### src/rtl/axi_lite_dmem_master_if.sv
// AXI4-Lite bus bundle between the dmem master bridge and the memory wrapper's dmem slave.
interface axi_lite_dmem_master_if #(
    parameter int ADDR_W = 32,
    parameter int DATA_W = 32
);
    logic [ADDR_W-1:0]   ARADDR;
    logic                ARVALID;
    logic                ARREADY;
    logic [DATA_W-1:0]   RDATA;
    logic [1:0]          RRESP;
    logic                RVALID;
    logic                RREADY;
    logic [ADDR_W-1:0]   AWADDR;
    logic                AWVALID;
    logic                AWREADY;
    logic [DATA_W-1:0]   WDATA;
    logic [DATA_W/8-1:0] WSTRB;
    logic                WVALID;
    logic                WREADY;
    logic [1:0]          BRESP;
    logic                BVALID;
    logic                BREADY;

    modport master (
        output ARADDR, ARVALID, input  ARREADY,
        input  RDATA, RRESP, RVALID, output RREADY,
        output AWADDR, AWVALID, input  AWREADY,
        output WDATA, WSTRB, WVALID, input  WREADY,
        input  BRESP, BVALID, output BREADY
    );

    modport slave (
        input  ARADDR, ARVALID, output ARREADY,
        output RDATA, RRESP, RVALID, input  RREADY,
        input  AWADDR, AWVALID, output AWREADY,
        input  WDATA, WSTRB, WVALID, output WREADY,
        output BRESP, BVALID, input  BREADY
    );
endinterface

### src/rtl/axi_lite_dmem_master.sv
// Bridges one core load/store request at a time into a single AXI4-Lite read or write transaction.
module axi_lite_dmem_master #(
    parameter int ADDR_W = 32,
    parameter int DATA_W = 32
) (
    input  logic                  ACLK,
    input  logic                  ARESETn,
    input  logic                  req_i,
    input  logic                  we_i,
    input  logic [ADDR_W-1:0]     addr_i,
    input  logic [DATA_W-1:0]     wdata_i,
    input  logic [DATA_W/8-1:0]   wstrb_i,
    output logic                  busy_o,
    output logic                  done_o,
    output logic                  err_o,
    output logic [DATA_W-1:0]     rdata_o,
    axi_lite_dmem_master_if.master axi
);

    localparam logic [2:0] IDLE    = 3'd0;
    localparam logic [2:0] RD_ADDR = 3'd1;
    localparam logic [2:0] RD_DATA = 3'd2;
    localparam logic [2:0] WR_REQ  = 3'd3;
    localparam logic [2:0] WR_RESP = 3'd4;

    logic [2:0]          state;
    logic [ADDR_W-1:0]   addr_q;
    logic [DATA_W-1:0]   wdata_q;
    logic [DATA_W/8-1:0] wstrb_q;
    logic                arvalid_q;
    logic                rready_q;
    logic                awvalid_q;
    logic                wvalid_q;
    logic                bready_q;
    logic                done_q;
    logic                err_q;
    logic [DATA_W-1:0]   rdata_q;
    logic                wr_both_done;

    // A channel counts as finished if it already dropped VALID or handshakes now.
    assign wr_both_done = (!awvalid_q || axi.AWREADY) && (!wvalid_q || axi.WREADY);

    always_ff @(posedge ACLK or negedge ARESETn) begin
        if (!ARESETn) begin
            state     <= IDLE;
            addr_q    <= '0;
            wdata_q   <= '0;
            wstrb_q   <= '0;
            arvalid_q <= 1'b0;
            rready_q  <= 1'b0;
            awvalid_q <= 1'b0;
            wvalid_q  <= 1'b0;
            bready_q  <= 1'b0;
            done_q    <= 1'b0;
            err_q     <= 1'b0;
            rdata_q   <= '0;
        end else begin
            done_q <= 1'b0;
            case (state)
                IDLE: begin
                    if (req_i) begin
                        addr_q  <= addr_i;
                        wdata_q <= wdata_i;
                        wstrb_q <= wstrb_i;
                        if (we_i) begin
                            awvalid_q <= 1'b1;
                            wvalid_q  <= 1'b1;
                            state     <= WR_REQ;
                        end else begin
                            arvalid_q <= 1'b1;
                            state     <= RD_ADDR;
                        end
                    end
                end
                RD_ADDR: begin
                    if (axi.ARREADY) begin
                        arvalid_q <= 1'b0;
                        rready_q  <= 1'b1;
                        state     <= RD_DATA;
                    end
                end
                RD_DATA: begin
                    if (axi.RVALID) begin
                        rdata_q  <= axi.RDATA;
                        err_q    <= (axi.RRESP != 2'b00);
                        done_q   <= 1'b1;
                        rready_q <= 1'b0;
                        state    <= IDLE;
                    end
                end
                WR_REQ: begin
                    if (axi.AWREADY) awvalid_q <= 1'b0;
                    if (axi.WREADY)  wvalid_q  <= 1'b0;
                    if (wr_both_done) begin
                        bready_q <= 1'b1;
                        state    <= WR_RESP;
                    end
                end
                WR_RESP: begin
                    if (axi.BVALID) begin
                        err_q    <= (axi.BRESP != 2'b00);
                        done_q   <= 1'b1;
                        bready_q <= 1'b0;
                        state    <= IDLE;
                    end
                end
                default: state <= IDLE;
            endcase
        end
    end

    assign axi.ARADDR  = addr_q;
    assign axi.ARVALID = arvalid_q;
    assign axi.RREADY  = rready_q;
    assign axi.AWADDR  = addr_q;
    assign axi.AWVALID = awvalid_q;
    assign axi.WDATA   = wdata_q;
    assign axi.WSTRB   = wstrb_q;
    assign axi.WVALID  = wvalid_q;
    assign axi.BREADY  = bready_q;

    assign busy_o  = (state != IDLE);
    assign done_o  = done_q;
    assign err_o   = err_q;
    assign rdata_o = rdata_q;

endmodule
### src/flat_wrapper.sv
// flat-port wrapper written by rule: the top's interface ports become plain ports
module axi_lite_dmem_master_flat 
#(
    parameter int ADDR_W = 32,
    parameter int DATA_W = 32
)
  (ACLK, ARESETn, req_i, we_i, addr_i, wdata_i, wstrb_i, busy_o, done_o, err_o, rdata_o, axi_ARADDR, axi_ARVALID, axi_ARREADY, axi_RDATA, axi_RRESP, axi_RVALID, axi_RREADY, axi_AWADDR, axi_AWVALID, axi_AWREADY, axi_WDATA, axi_WSTRB, axi_WVALID, axi_WREADY, axi_BRESP, axi_BVALID, axi_BREADY);
  axi_lite_dmem_master_if #(.ADDR_W(ADDR_W), .DATA_W(DATA_W)) axi_i ();
  input  logic ACLK;
  input  logic ARESETn;
  input  logic req_i;
  input  logic we_i;
  input  logic [ADDR_W-1:0] addr_i;
  input  logic [DATA_W-1:0] wdata_i;
  input  logic [DATA_W/8-1:0] wstrb_i;
  output logic busy_o;
  output logic done_o;
  output logic err_o;
  output logic [DATA_W-1:0] rdata_o;
  output wire logic [$bits(axi_i.ARADDR)-1:0] axi_ARADDR;
  output wire logic [$bits(axi_i.ARVALID)-1:0] axi_ARVALID;
  input wire logic [$bits(axi_i.ARREADY)-1:0] axi_ARREADY;
  input wire logic [$bits(axi_i.RDATA)-1:0] axi_RDATA;
  input wire logic [$bits(axi_i.RRESP)-1:0] axi_RRESP;
  input wire logic [$bits(axi_i.RVALID)-1:0] axi_RVALID;
  output wire logic [$bits(axi_i.RREADY)-1:0] axi_RREADY;
  output wire logic [$bits(axi_i.AWADDR)-1:0] axi_AWADDR;
  output wire logic [$bits(axi_i.AWVALID)-1:0] axi_AWVALID;
  input wire logic [$bits(axi_i.AWREADY)-1:0] axi_AWREADY;
  output wire logic [$bits(axi_i.WDATA)-1:0] axi_WDATA;
  output wire logic [$bits(axi_i.WSTRB)-1:0] axi_WSTRB;
  output wire logic [$bits(axi_i.WVALID)-1:0] axi_WVALID;
  input wire logic [$bits(axi_i.WREADY)-1:0] axi_WREADY;
  input wire logic [$bits(axi_i.BRESP)-1:0] axi_BRESP;
  input wire logic [$bits(axi_i.BVALID)-1:0] axi_BVALID;
  output wire logic [$bits(axi_i.BREADY)-1:0] axi_BREADY;
  assign axi_ARADDR = axi_i.ARADDR;
  assign axi_ARVALID = axi_i.ARVALID;
  assign axi_i.ARREADY = axi_ARREADY;
  assign axi_i.RDATA = axi_RDATA;
  assign axi_i.RRESP = axi_RRESP;
  assign axi_i.RVALID = axi_RVALID;
  assign axi_RREADY = axi_i.RREADY;
  assign axi_AWADDR = axi_i.AWADDR;
  assign axi_AWVALID = axi_i.AWVALID;
  assign axi_i.AWREADY = axi_AWREADY;
  assign axi_WDATA = axi_i.WDATA;
  assign axi_WSTRB = axi_i.WSTRB;
  assign axi_WVALID = axi_i.WVALID;
  assign axi_i.WREADY = axi_WREADY;
  assign axi_i.BRESP = axi_BRESP;
  assign axi_i.BVALID = axi_BVALID;
  assign axi_BREADY = axi_i.BREADY;
  axi_lite_dmem_master #(.ADDR_W(ADDR_W), .DATA_W(DATA_W)) u_core (.ACLK(ACLK), .ARESETn(ARESETn), .req_i(req_i), .we_i(we_i), .addr_i(addr_i), .wdata_i(wdata_i), .wstrb_i(wstrb_i), .busy_o(busy_o), .done_o(done_o), .err_o(err_o), .rdata_o(rdata_o), .axi(axi_i));
endmodule
### config.mk
export PLATFORM = sky130hd
export DESIGN_NAME = axi_lite_dmem_master_flat
export DESIGN_NICKNAME = d
export VERILOG_FILES = /design/src/rtl/axi_lite_dmem_master_if.sv /design/src/rtl/axi_lite_dmem_master.sv /design/src/flat_wrapper.sv
export SDC_FILE = /design/constraint.sdc
export NUM_CORES = 1
export LEC_CHECK = 0
export BUFFER_PORTS_ARGS = -buffer_cell sky130_fd_sc_hd__buf_4
export CORE_MARGIN = 2
export CORE_UTILIZATION = 44
export DETAILED_ROUTE_END_ITERATION = 10
export PLACE_DENSITY_LB_ADDON = 0.15
export SETUP_SLACK_MARGIN = 0.2
export SLEW_MARGIN = 20
export SYNTH_ARGS = -nofsm -noshare
export SYNTH_HDL_FRONTEND = slang
export SYNTH_SLANG_ARGS = --single-unit
### constraint.sdc
create_clock -name ACLK -period 2.15 [get_ports ACLK]
set_clock_uncertainty 0.05 [all_clocks]
set_input_delay 0.215 -clock ACLK [delete_from_list [all_inputs] [get_ports ACLK]]
set_output_delay 0.215 -clock ACLK [all_outputs]
set_load 0.005 [all_outputs]
-- After elaboration in Yosys (flattened, before gate mapping)
Index checks and enable logic that the tools add are counted.
- register bits after elaboration: 110
- input port bits: 113
- output and inout port bits: 140
- word-level logic and storage cells: 77
- equal/unequal tests: 13
- mux-type cells: 29
- reduce and logical (&&, ||, !) cells: 23
- operator list (operator ; number):
    2-bit != test, second input constant ; 8
    1-bit two-way mux ; 15
    3-bit two-way mux ; 5
    3-bit one-hot mux with 5 select lines ; 1
    1-bit one-hot mux with 2 select lines ; 7
    2-bit nonzero test ; 7
    4-bit AND reduction ; 3
    3-bit AND reduction ; 3
    3-bit by 2-bit equality test with 1-bit output, second input constant ; 2
    5-bit AND reduction ; 1
    2-bit AND reduction ; 2
    3-bit by 1-bit equality test with 1-bit output, second input constant ; 1
    3-bit equality test, second input constant ; 1
    3-bit logical NOT ; 1
    3-bit nonzero test ; 1
    1-bit logical NOT ; 2
    1-bit logical OR ; 2
    2-bit two-way mux ; 1
    2-bit by 1-bit != test with 1-bit output, second input constant ; 1
    1-bit logical AND ; 1

-- Depth between registers and ports, before layout
- depth after elaboration: 5
- gate-level depth with buffers: 5
- mapped depth without buffers: 3

-- Worst setup path after synthesis
No wires, ideal clock.
- kind: register to register
- start: reg u_core.state[1]
- end: reg u_core.addr_q[10] (netlist: u_core.axi.ARADDR[10])
- setup time: 0.125 ns
- data arrival time: 1.562 ns
- required time: 1.975 ns
- path slack: 0.414 ns
- stages on the path, launching flop included: 5
- path buffers: 2
- clock period less this slack: 1.736 ns
- cells stage by stage: dfrtp_1 -> buf_6 -> nor4b_4 -> buf_6 -> mux2_2
- longest elaborated chain between the ends: 2
- RTL lines (item ; line ; source):
    start, declared ; axi_lite_dmem_master.sv:26 ; logic [2:0] state;
    start signal, assigned ; axi_lite_dmem_master.sv:45 ; state <= IDLE;
    start signal, assigned ; axi_lite_dmem_master.sv:68 ; state <= WR_REQ;
    start signal, assigned ; axi_lite_dmem_master.sv:71 ; state <= RD_ADDR;
    3-bit logical NOT ; axi_lite_dmem_master.sv:59 ; case (state)
    2-bit AND reduction (no line) ; n/a ;
    end signal, assigned ; axi_lite_dmem_master.sv:62 ; addr_q <= addr_i;
    end, declared ; axi_lite_dmem_master.sv:27 ; logic [ADDR_W-1:0] addr_q;
No other way between the ends.
A chain may end at the register's enable or synchronous reset.

-- Worst setup path in the final report
- start: reg u_core.state[0]
- end: reg u_core.wdata_q[13] (netlist: u_core.axi.WDATA[13])
- longest elaborated chain between the ends: 2
- RTL lines (item ; line ; source):
    3-bit logical NOT ; axi_lite_dmem_master.sv:59 ;
    2-bit AND reduction (no line) ; n/a ;
    end signal, assigned ; axi_lite_dmem_master.sv:63 ; wdata_q <= wdata_i;
    end, declared ; axi_lite_dmem_master.sv:28 ; logic [DATA_W-1:0] wdata_q;
No other way between the ends.

==> flow_summary.yaml <==
floorplanning:
  chipWidth_um: 105.1
  start_util: 0.4559
  ios: 253
  core_area_um2: 9864
  dieArea_um2: 11050
  rows: 36
  fp.dieH_um: 105.1
yosys:
  yosysSeqAreaShare: 0.6121
  yosysMostFrequentCell: "dfrtp_1"
  synth.cell_area_um2: 4497
  ys_ff_latch: 110
  ys_top_cells_by_area: "dfrtp_1 61%, mux2_2 25%, buf_4 5.8%"
  synth_cell_types: 26
  synth_nets: 407
  syn_area_per_cell_um2: 15.30
  synth-edff-count: 0
  yosysTopAreaCell: "dfrtp_1"
  synth_top_area_share: 0.6121
  synthTopCellsByCount: "110 x dfrtp_1, 101 x mux2_2, 35 x buf_4"
  ys_async_sr_fraction: 1.000
  synth_ff_type: "dfrtp_1"
  yosys_warnings: 0
  synthCells: 294
clocking:
  clock_path_buffers: 2
  clk_latency_ns: 0.35
  cts_buffers: 9
  post-cts-setup-buffers: 0
  cts_root_buffer: "clkbuf_8"
  cts_tree: "done"
  clk_pin_slew_worst_paths_ns: 0.10
  htreeDepth: 3
  clock_sinks: 110
  ctsResizeCount: 0
route:
  drc: 0
  firstDrtPassIters: 4
  wl_mm: 10.43
  dr_total_vias: 3150
  wire_per_inst_um: 15.82
  drtIter0Drc: 108
  antenna_left: 0
  avgViaCountPerCell: 4.780
worst_setup_path:
  cp_max_fo: 55
  cp.required_ns: 2.34
  critPathLaunchType: "flip-flop"
  crit_type: "flip-flop to flip-flop"
  end_kind: "flip-flop"
  arrival_ns: 1.99
pwr:
  powerDensity_nw_per_um2: 1440
  ir_drop_v: 0.0006640
  power.leakage_nw: 3.153
cells_and_area:
  final_core_util: 0.6622
  multi_input_area_um2: 1371
  antenna_cells: 0
  fill_cells: 752
  area_delta_synth_final_pct: 45.27
  fin_cells: 659
  drive_above_1_share: 0.7148
  regArea_um2: 2753
  final_nets: 634
timing:
  slew_headroom: 0.6401
  finalSetupTns_ns: 0
  fmax_mhz: 554.6
  setup_viol: 0
  finalHoldViolations: 0
  worstMarginPinSlew_ns: 0.5399
  drv_slew: 0
  post-route-period-util: 0.8387
  rsz0062_at_grt: "no"
  fin_crit_ns: 1.803
place:
  port-buffer-count: 252
  hpwl_mm: 7.982
  gp_congestion: 0.7472
  place_inst: 639
global_routing:
  grt_pass1_vias: 3339
  grt_max_degree: 56
  grtUsageTotal: 0.1930
  grt_pass1_wl_mm: 16.84
  overflow: 0
  antenna_found_initial: 0
worst_hold_path:
  worstHoldPathType: "primary input to flip-flop"
flow_run:
  maxCapViolCount: 0
run_status:
  status: "finished, final reports clean"
-- cells by family after synthesis --
kind of cell / synth area share
AOI/OAI and AO/OA: 0.02171
DFF: 0.6121
buffers and inverters: 0.08347
and+or+nand+nor: 0.02754
muxes: 0.2551
-- sequential cells by signal, indices dropped and copies added, names as in the netlist --
register            cells
u_core.axi.RREADY       1
u_core.err_o            1
u_core.axi.AWVALID      1
u_core.state            3
u_core.axi.BREADY       1
u_core.rdata_o         32
u_core.axi.WDATA       32
u_core.axi.ARVALID      1
u_core.axi.WVALID       1
u_core.axi.ARADDR      32
u_core.done_o           1
u_core.axi.WSTRB        4
-- path summary, 6_finish.rpt --
| path | startpoint | to | slack [ns] | cells past startpoint |
|---|---|---|---|---|
| worst min register to register | u_core.axi.WDATA[24]$_DFFE_PN0P_ | u_core.axi.WDATA[24]$_DFFE_PN0P_ | 0.46 | 1 |
| worst max-delay path | u_core.state[0]$_DFFE_PN0P_ | u_core.axi.WDATA[13]$_DFFE_PN0P_ | 0.35 | 3 |
| worst min-delay path | axi_RDATA[3] | u_core.rdata_o[3]$_DFFE_PN0P_ | 0.03 | 2 |
| worst max register to register | u_core.state[0]$_DFFE_PN0P_ | u_core.axi.WDATA[13]$_DFFE_PN0P_ | 0.35 | 3 |
| min in group asynchronous | ARESETn | u_core.rdata_o[11]$_DFFE_PN0P_ | 0.33 | 2 |
| max in group asynchronous | ARESETn | u_core.axi.ARADDR[16]$_DFFE_PN0P_ | 1.04 | 3 |
-- layout by cell type (no fill, tap or decap), types with 2 or more instances in the layout --
| master | Yosys | layout |
|---|---|---|
| dlygate4sd3_1 | 0 | 4 |
| nor3b_1 | 2 | 2 |
| o21ai_0 | 2 | 2 |
| nand2b_1 | 2 | 2 |
| dfrtp_1 | 110 | 110 |
| buf_4 | 35 | 254 |
| clkbuf_8 | 0 | 13 |
| buf_12 | 0 | 3 |
| nor2b_1 | 2 | 2 |
| nor2_1 | 4 | 3 |
| a21oi_1 | 6 | 6 |
| mux2_2 | 101 | 101 |
| nand2_1 | 2 | 2 |
| nand3b_1 | 2 | 2 |
| inv_1 | 4 | 4 |
-- worst max-delay path, stage by stage (launching register included) --
cell	delay [ns]
dfrtp_1	0.52
nor4b_4	0.40
buf_12	0.32
mux2_2	0.38
-- report_power, final --
| part | total, mW | switching (mW) | leakage, nW | internal [mW] |
|---|---|---|---|---|
| combinational | 4.25 | 1.40 | 1.75 | 2.86 |
| sequential | 3.82 | 0.692 | 1.29 | 3.13 |
| clock | 1.33 | 0.666 | 0.109 | 0.668 |
| total | 9.41 | 2.75 | 3.15 | 6.65 |
-- timing repair --
action	4_1_cts	5_1_grt
hold buffers	4	0
endpoints found under the setup margin	0	0
hold endpoints to repair	41	0
-- per-layer routing --
metal,up-vias,GRT usage,share of wire
li1,1438,-,-
met2,164,0.3312,0.52
met1,1528,0.2289,0.38
met4,0,0.08476,0.025
met5,-,0,0
met3,20,0.04866,0.080
-- stage by stage --
step	total power, mW	worst slack [ns]	cell area [µm²]	hold slack [ns]
6_report	9.406	0.3468	6533	0.03272
5_1_grt	10.05	0.2548	6533	0.005146
4_1_cts	9.544	0.3490	6533	0.009401
3_5_place_dp	8.192	0.3603	6272	0.1794
3_3_place_gp	8.050	0.4016	6272	0.1812
2_1_floorplan	6.019	0.4136	4497	-0.1306
-- area by class of cell --
cell class,instances,area share
clock inverter,2,0.005746
sequential,110,0.4214
multi-input combinational,135,0.2099
clock buffer,14,0.02796
tap,133,0.02547
timing repair buffer,261,0.3072
inverter,4,0.002298
Power figures use the tool's default switching activity.
